===== config.mk =====
export PLATFORM = sky130hd
export DESIGN_NAME = diff_scan_ctrl
export DESIGN_NICKNAME = d
export VERILOG_FILES = /design/src/rtl/diff_scan_ctrl_pkg.sv /design/src/rtl/diff_scan_ctrl_chunk_lsb_enc.sv /design/src/rtl/diff_scan_ctrl.sv
export SDC_FILE = /design/constraint.sdc
export NUM_CORES = 1
export LEC_CHECK = 0
export ABC_AREA = 1
export CORE_UTILIZATION = 48
export CTS_CLUSTER_SIZE = 12
export DETAILED_ROUTE_END_ITERATION = 10
export PLACE_DENSITY = 0.95
export SYNTH_ARGS = -nofsm -noshare
export SYNTH_HDL_FRONTEND = slang
export SYNTH_SLANG_ARGS = --single-unit

===== constraint.sdc =====
create_clock -name clk -period 3.3 [get_ports clk]
set_clock_uncertainty 0.2 [all_clocks]
set_input_delay 0.66 -clock clk [delete_from_list [all_inputs] [get_ports clk]]
set_output_delay 0.66 -clock clk [all_outputs]
set_load 0.01 [all_outputs]

===== src/rtl/diff_scan_ctrl_pkg.sv =====
// Shared state encodings, default geometry and clog2 for the diff scan sequencer.
package diff_scan_ctrl_pkg;

  typedef enum logic [1:0] {
    ST_IDLE = 2'd0,
    ST_SCAN = 2'd1,
    ST_DONE = 2'd2
  } state_e;

  localparam int DIFF_WIDTH = 32;
  localparam int DIFF_CHUNK = 4;

  function automatic int clog2(input int v);
    int r;
    r = 0;
    while ((1 << r) < v) r++;
    return r;
  endfunction

endpackage


===== src/rtl/diff_scan_ctrl_chunk_lsb_enc.sv =====
// Combinational lowest-set-bit encoder for one CHUNK-bit slice of the xor word.
module chunk_lsb_enc
  import diff_scan_ctrl_pkg::*;
#(
  parameter int CHUNK = DIFF_CHUNK,
  parameter int LW    = (CHUNK > 1) ? clog2(CHUNK) : 1
) (
  input  logic [CHUNK-1:0] vec_i,
  output logic             any_o,
  output logic [LW-1:0]    idx_o
);

  // Walk MSB to LSB so the last hit left standing is the lowest set bit.
  always_comb begin
    any_o = |vec_i;
    idx_o = '0;
    for (int i = CHUNK - 1; i >= 0; i--) begin
      if (vec_i[i]) idx_o = LW'(i);
    end
  end

endmodule


===== src/rtl/diff_scan_ctrl.sv =====
// Multi-cycle lowest-differing-bit search: latches a^b, scans CHUNK bits per cycle LSB first.
// Optional DIFF_ZERO_SKIP_EN: equal operands resolve after a single SCAN cycle.
module diff_scan_ctrl
  import diff_scan_ctrl_pkg::*;
#(
  parameter int WIDTH = DIFF_WIDTH,
  parameter int CHUNK = DIFF_CHUNK,
  parameter int IDXW  = 6
) (
  input  logic             clk,
  input  logic             rst,
  input  logic             abort,
  input  logic             in_valid,
  output logic             in_ready,
  input  logic [WIDTH-1:0] a,
  input  logic [WIDTH-1:0] b,
  output logic             out_valid,
  input  logic             out_ready,
  output logic [31:0]      diff,
  output logic             found,
  output logic             busy
);

  localparam int NCH = WIDTH / CHUNK;
  localparam int KW  = (NCH > 1) ? clog2(NCH) : 1;
  localparam int LW  = (CHUNK > 1) ? clog2(CHUNK) : 1;

  state_e            state_q, state_d;
  logic [WIDTH-1:0]  x_q, x_d;
  logic [KW-1:0]     k_q, k_d;
  logic [IDXW-1:0]   diff_q, diff_d;
  logic              found_q, found_d;
  logic              ov_q, ov_d;

  logic [CHUNK-1:0]  chunk;
  logic              any;
  logic [LW-1:0]     lsb;

  assign chunk = x_q[int'(k_q)*CHUNK +: CHUNK];

  chunk_lsb_enc #(.CHUNK(CHUNK), .LW(LW)) u_enc (
    .vec_i (chunk),
    .any_o (any),
    .idx_o (lsb)
  );

  always_comb begin
    state_d = state_q;
    x_d     = x_q;
    k_d     = k_q;
    diff_d  = diff_q;
    found_d = found_q;
    ov_d    = ov_q;
    case (state_q)
      ST_IDLE: begin
        if (in_valid) begin
          x_d     = a ^ b;
          k_d     = '0;
          state_d = ST_SCAN;
`ifdef DIFF_ZERO_SKIP_EN
          // Jump straight to the last chunk so the all-zero exit fires on the first SCAN edge.
          if (~|(a ^ b)) k_d = KW'(NCH - 1);
`endif
        end
      end
      ST_SCAN: begin
        if (any) begin
          diff_d  = IDXW'(k_q) * IDXW'(CHUNK) + IDXW'(lsb);
          found_d = 1'b1;
          ov_d    = 1'b1;
          state_d = ST_DONE;
        end else if (k_q == KW'(NCH - 1)) begin
          diff_d  = IDXW'(WIDTH);
          found_d = 1'b0;
          ov_d    = 1'b1;
          state_d = ST_DONE;
        end else begin
          k_d = k_q + 1'b1;
        end
      end
      ST_DONE: begin
        if (out_ready) begin
          ov_d    = 1'b0;
          state_d = ST_IDLE;
        end
      end
      default: state_d = ST_IDLE;
    endcase
    // Flush wins over everything; the last published result stays on diff/found.
    if (abort) begin
      state_d = ST_IDLE;
      ov_d    = 1'b0;
      x_d     = x_q;
      k_d     = k_q;
      diff_d  = diff_q;
      found_d = found_q;
    end
  end

  always_ff @(posedge clk or negedge rst) begin
    if (!rst) begin
      state_q <= ST_IDLE;
      x_q     <= '0;
      k_q     <= '0;
      diff_q  <= '0;
      found_q <= 1'b0;
      ov_q    <= 1'b0;
    end else begin
      state_q <= state_d;
      x_q     <= x_d;
      k_q     <= k_d;
      diff_q  <= diff_d;
      found_q <= found_d;
      ov_q    <= ov_d;
    end
  end

  assign in_ready  = (state_q == ST_IDLE);
  assign busy      = (state_q == ST_SCAN) || (state_q == ST_DONE);
  assign out_valid = ov_q;
  assign found     = found_q;
  assign diff      = {{(32-IDXW){1'b0}}, diff_q};

endmodule


* Yosys cells after proc, flatten, opt, wreduce, memory -nomap -nowiden *
Index checks and enable logic that the tools add are counted.

word-level totals
  register bits after elaboration = 45
  bits of input ports = 69

operators by class
  add/sub/neg operators = 2
  eq/ne operators = 9
  shift operators = 1
  multiplexer cells = 23
  bitwise operators = 2
  reductions and logical operators = 11

operators with widths
  kind                                            count
  indexed part select 32 x 6 -> 4 bit             1
  bitwise XOR 32 bit                              1
  two-way mux 2 bit                               9
  two-way mux 6 bit                               2
  AND reduction 3 bit                             4
  two-way mux 3 bit                               3
  adder 5 x 2 -> 6 bit                            1
  two-way mux 1 bit                               6
  inequality test 2 bit (second input constant)   3
  inequality test 3 bit (second input constant)   2
  case mux 2 bit (3 select lines)                 1
  case mux 3 bit (2 select lines)                 1
  AND reduction 5 bit                             1
  inequality test 4 bit (second input constant)   1
  nonzero test 2 bit                              2
  OR reduction 4 bit                              1
  adder 3 x 1 -> 3 bit (second input constant)    1
  == test 3 bit (second input constant)           1
  nonzero test 3 bit                              1
  == test 2 x 1 -> 1 bit (second input constant)  1
  == test 2 bit (second input constant)           1
  logical NOT 2 bit                               1
  case mux 1 bit (2 select lines)                 1
  logical OR 1 bit                                1
  inverter 1 bit                                  1

* Logic depth before layout (Yosys ltp) *
Gate-level depths: netlist of run 1.

  depth in word-level cells = 7
  mapped depth = 14
  depth with buffers taken out = 13

* Cells and area by module *
A second synthesis of run 1 with hierarchy kept.

second synthesis, totals
  cells, all modules = 361
  area total of the unflattened synthesis = 2,859.0 sq um

by module, submodules not included
  module          times used  cells an instance  area an instance (sq um)  seq. area each (sq um)
  diff_scan_ctrl  1           352                2,812.7                   1,126.1
  chunk_lsb_enc   1           9                  46.3                      0.0

* Worst setup path before layout of run 1 *
No wires, ideal clock.

  path kind = register to register
  from = reg k_q[0]
  to = reg k_q[2]
  data arrival time = 1.454 ns
  required time = 2.982 ns
  slack = 1.528 ns
  cell stages (with the launch flop) = 15
  clock period less this slack = 1.772 ns
  cell sequence = dfrtp_1 -> buf_6 -> inv_8 -> buf_8 -> nand2_1 -> nand3_1 -> nand3_1 -> nand2_2 -> nand2_2 -> nor2_4 -> nand2_4 -> nand2_2 -> nand2_2 -> nand2_1 -> nand2_1

between the ends
  word-level cells in the longest chain between the ends = 4
  elaborated cells on any way between the ends = 10

ends and longest elaborated chain
  item                                                                                            RTL line                                                  source
  start: declaration                                                                              diff_scan_ctrl.sv:30                                      logic [KW-1:0] k_q, k_d;
  start signal: assignment                                                                        diff_scan_ctrl.sv:111                                     k_q <= k_d;
  indexed part select 32 x 6 -> 4 bit / adder 3 x 1 -> 3 bit (equally long branches)              diff_scan_ctrl.sv:39, diff_scan_ctrl.sv:78
  OR reduction 4 bit / two-way mux 3 bit (equally long branches)                                  diff_scan_ctrl_chunk_lsb_enc.sv:15, diff_scan_ctrl.sv:72
  inequality test 2 bit (no source line) / two-way mux 3 bit (equally long branches)              -
  AND reduction 5 bit (no source line) / case mux 3 bit (2 select lines) (equally long branches)  -

Several ways; a longest one is shown, not always the timed one. The select of a mux whose other input is x is not followed.
A chain may end at the register's enable or synchronous reset.

* Worst setup path after layout of run 1 *
  from = reg state_q[1]
  to = out in_ready

between the ends
  word-level cells in the longest chain between the ends = 1

ends and longest elaborated chain
  item                      RTL line               source
  start: declaration        diff_scan_ctrl.sv:28   state_e state_q, state_d;
  start signal: assignment  diff_scan_ctrl.sv:109  state_q <= state_d;
  logical NOT 2 bit         diff_scan_ctrl.sv:118  assign in_ready = (state_q == ST_IDLE);
  end: declaration          diff_scan_ctrl.sv:14   output logic in_ready,

Every way passes these cells.

==> impl_metrics.csv, run 1 <==
group,metric,value,unit
sta,fin_crit_sh,0.7519,
floorplanning,io_pins,105,
power,p_clk_frac,0.170,
worst_setup_path,path_class,"flip-flop to primary output",
power,seqPwrFrac,0.380,
detailed_routing,drt-initial-drc-count,193,
clocking,clockRootBuffer,"clkbuf_8",
place,gp_congestion,0.8152,
worst_setup_path,slowest_stage,"clkdlybuf4s50_1",
worst_setup_path,path_buf_inv,2,
global_route,grtUsageTotal,0.2004,
clocking,cts_tree,"built",
layout,syn_to_final_growth,29.84,%
synth,muxShareOfSynthArea,0,
layout,final_cell_mix,"nand2_1 (98), clkdlybuf4s50_1 (77), dfrtp_1 (45)",
clocking,postCtsResizedCells,0,
power,internal_power,1.524,mW
clocking,cts.clk_slew.worst_paths,0.08,ns
global_route,grt_pass1_wl,9528,microns
global_route,grt-ovfl-total,0,
worst_setup_path,worst_setup_path_start_kind,"flip-flop",
clocking,hold_buffers,0,
floorplanning,die_w,77.64,microns
synth,synth_compound_gate_area_share,0.07016,
worst_setup_path,crit_fanout,4,
power,power_leakage,1.674,nW
min_path,hold_class,"flip-flop to flip-flop",
sta,hold_viol,0,
floorplanning,initial_core_util,0.4988,
layout,nets,491,
layout,antenna_cells,0,
global_route,grt_max_degree,65,
sta,period_minus_slack,2.481,ns
detailed_routing,vias,2315,
detailed_routing,firstDrtPassIters,10,
synth,synth_area,2746,sq um
detailed_routing,antenna_left,0,
synth,synth.distinct_cells,24,
detailed_routing,wl_per_cell,11.36,microns
power,irDropWorstVdd,308.3,uV
clocking,insertion_delay,0.31,ns
worst_setup_path,cp.arrival,1.62,ns
floorplanning,coreArea,5507,sq um
worst_setup_path,crit_family,"buffers and inverters",
floorplanning,dieHeight,77.64,microns
clocking,htreeDepth,2,
sta,tns,0,ns
detailed_routing,wirelength,5555,microns
outcome,outcome,"finished with violations",
power,finalPower,2.545,mW
clocking,clock_sinks,45,
synth,synthSimpleGateAreaFrac,0.2378,
clocking,numCtsBuffers,5,
synth,yosys.area_share.xor_xnor,0.1021,
power,comb_power_share,0.449,
global_route,grt_pass1_vias,2254,
worst_setup_path,rrSetupSlack,0.93,ns
floorplanning,std_cell_rows,27,
worst_setup_path,cp-end-kind,"primary output",
global_route,antenna_found_initial,0,
worst_setup_path,critPathMaxStageDelay,0.56,ns
power,netSwitchingFraction,0.4010,
sta,rsz0062_at_grt,"no",
worst_setup_path,crit_cells,3,
floorplanning,dieArea,6028,sq um
sta,setup_violations,0,
layout,final_common_cell,"nand2_1",
outcome,failed_checks,"design-rule violations",
worst_setup_path,endpoint,"in_ready",
synth,syn_inst,343,
place,hpwlAfterDp,4205,microns
sta,relSlewSlack,0.3677,
detailed_routing,route.detailed.drc,2,
synth,syn_area_per_cell,8.007,sq um
worst_setup_path,cp.required,2.44,ns
worst_setup_path,r2r_cells,13,
synth,ys_warn_count,0,
worst_setup_path,startpoint,"state_q[1]$_DFFE_PN0P_",
min_path,whs_path_depth,2,
synth,synth-seq-area-share,0.4100,
power,power.switching,1.020,mW
synth,synthAdderAreaFrac,0.02733,
sta,hold_ws,0.2782,ns
layout,drive_gt1_frac,0.05755,
sta,worstMarginPinSlew,0.9484,ns
worst_setup_path,r2r-end,"k_q[0]$_DFFE_PN0P_",
flow_run,cap_violations,0,
detailed_routing,avgViaCountPerCell,4.734,
synth,synth_top_family_by_area,"simple AND/OR/NAND/NOR gates",
synth,ys_ff_latch,45,
sta,max_freq,403.0,MHz
clocking,postCtsSetupRepairBufs,0,
worst_setup_path,reg2reg_from,"k_q[0]$_DFFE_PN0P_",
sta,final_max_slew_viol_count,0,
place,numPortBuffers,78,
worst_setup_path,path_cells,"inv_1 > ha_1 > clkdlybuf4s50_1",
power,p_per_area,713.7,nW/um^2
clocking,clockBufferDepth,2,
==> cells by family (layout without fill, tap and decap cells) <==
group,Yosys count,after routing
and+or+nand+nor,147,147
adders and majority gates,6,6
DFF,45,45
buffers and inverters,74,123
AOI/OAI and AO/OA,38,38
other,1,26
xor gates and xnor gates,32,32
==> power by group through the flow <==
stage / clock network (mW) / logic, mW / registers (mW)
after floorplan: 0 / 0.883 / 0.916
after global placement: 0 / 1.07 / 0.963
after detailed placement: 0 / 1.13 / 0.972
after CTS: 0.439 / 1.15 / 0.966
after global routing: 0.463 / 1.30 / 0.999
final: 0.434 / 1.14 / 0.968
==> worst reg2reg max path: stages, from the launching register on <==
cell and delay [ns]:
dfrtp_1 0.85, inv_8 0.13, nand2_1 0.10, nand2_1 0.05, nand2_1 0.07, nand3_1 0.11, nand2_1 0.13, nand2_2 0.09
nor2_4 0.13, nand2_4 0.10, nand2_2 0.08, nand2_2 0.07, nand2_1 0.09, nand2_1 0.07
==> registers in the layout (all words and copies together), names as in the netlist <==
register	flops
diff_q	6
out_valid	1
found	1
k_q	3
x_q	32
state_q	2
==> synthesized netlist by cell type (all sizes together) <==
master / count / area, sq um
buf: 31 / 246.5
clkbuf: 7 / 26.28
dfrtp: 45 / 1126
ha: 6 / 75.07
nand4: 8 / 50.05
o31ai: 1 / 7.510
o21ai: 37 / 185.2
inv: 36 / 142.6
conb: 1 / 3.750
xnor2: 32 / 280.3
nand3: 27 / 152.7
nand2: 105 / 416.7
nor2: 7 / 33.78
==> per-stage QoR <==
step	area (sq um)	instances	utilization	setup slack, ns
after global placement	3446	481	0.6258	0.9587
after detailed placement	3446	481	0.6258	0.8628
after floorplan	2840	368	-	1.528
after CTS	3566	489	0.6476	0.8050
final	3566	489	0.6476	0.8187
after global routing	3566	489	0.6476	0.7322
==> layer usage <==
layer,vias up,track usage,share of wire
li1,1166,-,-
met5,-,0,0
met1,1042,0.2254,0.41
met3,8,0.04824,0.055
met4,0,0.07170,0.017
met2,99,0.3655,0.52
==> how the worst min path moves through the flow <==
stage	slack, ns	endpoint	from
detailed placement	0.26	found$_DFFE_PN0P_	found$_DFFE_PN0P_
global route	0.30	diff_q[1]$_DFFE_PN0P_	diff_q[1]$_DFFE_PN0P_
floorplan	0.16	diff_q[0]$_DFFE_PN0P_	rst
finish	0.28	found$_DFFE_PN0P_	found$_DFFE_PN0P_
CTS	0.28	found$_DFFE_PN0P_	found$_DFFE_PN0P_
global placement	0.26	found$_DFFE_PN0P_	found$_DFFE_PN0P_
==> layout make-up <==
type	instances	area [sq um]
inverters	36	142.6
fillers	455	1941
well taps	72	90.09
clock inverters	2	37.54
flip-flops and latches	45	1126
multi-input cells	249	1304
repair buffers	79	783.3
clock buffers	6	82.58
Power figures use the tool's default switching activity.
==> inputs of run 2 (changes only) <==
Settings changed: CORE_UTILIZATION 48 to 44, PLACE_DENSITY 0.95 to 0.91.
Clock period 3.3 ns to 2.4 ns, I/O delays scaled along.
==> run 2 against run 1 <==
Against the previous run: the run now ends clean; first-iteration DRC count grew 2.6%; die area grew 8.9%; global-route usage is 0.11 points lower; clock power up 35%; sequential power increased by 32%; largest cell class unchanged; worst hold slack got worse by 0.0044 ns; setup slack got worse by 0.71 ns; total power grew 39%; register-to-register slack got worse by 0.67 ns; via count rose by 2.9%.
==> impl_metrics.csv, run 2 (synthesis results as in run 1) <==
group,metric,value,unit
outcome,outcome,"finished, final reports clean",
worst_setup_path,cp.required,1.72,ns
clocking,clockRootBuffer,"clkbuf_8",
place,hpwlAfterDp,4575,microns
clocking,cts.clk_slew.worst_paths,0.08,ns
sta,period_minus_slack,2.288,ns
sta,relSlewSlack,0.5865,
power,power.switching,1.410,mW
layout,top_register,"x_q",
sta,setup_slack,0.1116,ns
sta,final_max_slew_viol_count,0,
worst_setup_path,worst_setup_path_start_kind,"flip-flop",
layout,final_cell_mix,"nand2_1 (98), clkdlybuf4s50_1 (77), dfrtp_1 (45)",
power,finalPower,3.534,mW
flow_run,cap_violations,0,
power,internal_power,2.124,mW
layout,ff_latch_area,1126,sq um
layout,fillers,539,
clocking,numCtsBuffers,5,
global_route,grtUsageTotal,0.1992,
worst_setup_path,crit_fanout,4,
clocking,htreeDepth,2,
layout,syn_to_final_growth,31.48,%
floorplanning,io_pins,105,
power,p_per_area,978.7,nW/um^2
clocking,clockBufferDepth,2,
global_route,antenna_found_initial,0,
power,p_clk_frac,0.165,
worst_setup_path,cp.arrival,1.61,ns
sta,max_freq,437.0,MHz
floorplanning,initial_core_util,0.4611,
layout,nets,495,
sta,hold_viol,0,
place,numPortBuffers,78,
global_route,grt-ovfl-total,0,
clocking,cts_tree,"built",
sta,tns,0,ns
power,comb_power_share,0.472,
detailed_routing,vias,2381,
sta,fin_crit_sh,0.9535,
floorplanning,std_cell_rows,28,
layout,design_area,3611,sq um
layout,multi_input_area,1304,sq um
sta,worstMarginPinSlew,0.6151,ns
layout,top_regs,"x_q (32), diff_q (6), k_q (3)",
detailed_routing,route.detailed.drc,0,
sta,rsz0062_at_grt,"no",
clocking,clock_sinks,45,
floorplanning,dieHeight,81.01,microns
floorplanning,coreArea,5956,sq um
floorplanning,die_w,81.01,microns
worst_setup_path,path_class,"flip-flop to primary output",
layout,antenna_cells,0,
layout,final_common_cell,"nand2_1",
global_route,grt_pass1_vias,2396,
detailed_routing,drt-initial-drc-count,198,
place,placed_cells,487,
power,power_leakage,1.701,nW
global_route,grt_max_degree,65,
place,place_area,3485,sq um
worst_setup_path,cp-end-kind,"primary output",
clocking,insertion_delay,0.29,ns
layout,final_cells,496,
layout,largest_reg_flops,32,
layout,drive_gt1_frac,0.06176,
power,seqPwrFrac,0.363,
power,netSwitchingFraction,0.3991,
global_route,grt_pass1_wl,10070,microns
floorplanning,dieArea,6562,sq um
detailed_routing,antenna_left,0,
sta,setup_violations,0,
detailed_routing,avgViaCountPerCell,4.800,
place,gp_congestion,0.9055,
detailed_routing,wirelength,5826,microns
min_path,hold_class,"flip-flop to flip-flop",
detailed_routing,wl_per_cell,11.75,microns
place,place_ws,0.2242,ns
detailed_routing,firstDrtPassIters,5,
power,irDropWorstVdd,444.0,uV
clocking,postCtsResizedCells,0,
run 2: area by class of cell:
| type | instances | area share |
|---|---|---|
| timing repair buffer | 83 | 0.2294 |
| tap | 75 | 0.02599 |
| sequential | 45 | 0.3119 |
| inverter | 36 | 0.03950 |
| multi-input combinational | 249 | 0.3611 |
| clock buffer | 7 | 0.02391 |
| clock inverter | 1 | 0.008316 |
run 2: worst paths after layout:
| check | start | end | slack, ns | cells after the start |
|---|---|---|---|---|
| worst max-delay path | state_q[0]$_DFFE_PN0P_ | in_ready | 0.11 | 3 |
| worst min register to register | out_valid$_DFFE_PN0P_ | out_valid$_DFFE_PN0P_ | 0.27 | 2 |
| worst min-delay path | out_valid$_DFFE_PN0P_ | out_valid$_DFFE_PN0P_ | 0.27 | 2 |
| worst max register to register | state_q[1]$_DFFE_PN0P_ | k_q[2]$_DFFE_PN0P_ | 0.26 | 7 |
| max in group asynchronous | rst | x_q[26]$_DFFE_PN0P_ | 0.91 | 3 |
| min in group asynchronous | rst | diff_q[3]$_DFFE_PN0P_ | 0.51 | 2 |
run 2: per-layer routing:
layer / GRT usage / vias to the layer above / share of wire
met5: 0 / - / 0
met4: 0.07857 / 0 / 0.018
met3: 0.03371 / 14 / 0.057
met2: 0.3798 / 106 / 0.54
met1: 0.2163 / 1086 / 0.39
li1: - / 1175 / -
run 2: stage by stage:
step | utilization | hold WS, ns
5_1_grt | 0.6063 | 0.3222
3_5_place_dp | 0.5851 | 0.2621
4_1_cts | 0.6063 | 0.2817
2_1_floorplan | - | -0.01559
3_3_place_gp | 0.5851 | 0.2556
6_report | 0.6063 | 0.2738
run 2: timing repair:
action                    CTS  global route
buffers inserted            0             0
hold endpoints to repair   23             0
hold buffers                1             0
run 2: power groups by stage:
stage	clock (mW)	sequential, mW	combinational (mW)
global placement	0	1.28	1.56
floorplan	0	1.26	1.21
detailed placement	0	1.29	1.65
global route	0.628	1.32	1.90
CTS	0.593	1.28	1.67
finish	0.584	1.28	1.67
run 2: worst max-delay path: stages (launching register included):
cell and delay (ns):
dfrtp_1 0.40, inv_1 0.11, ha_1 0.24, clkdlybuf4s50_1 0.56
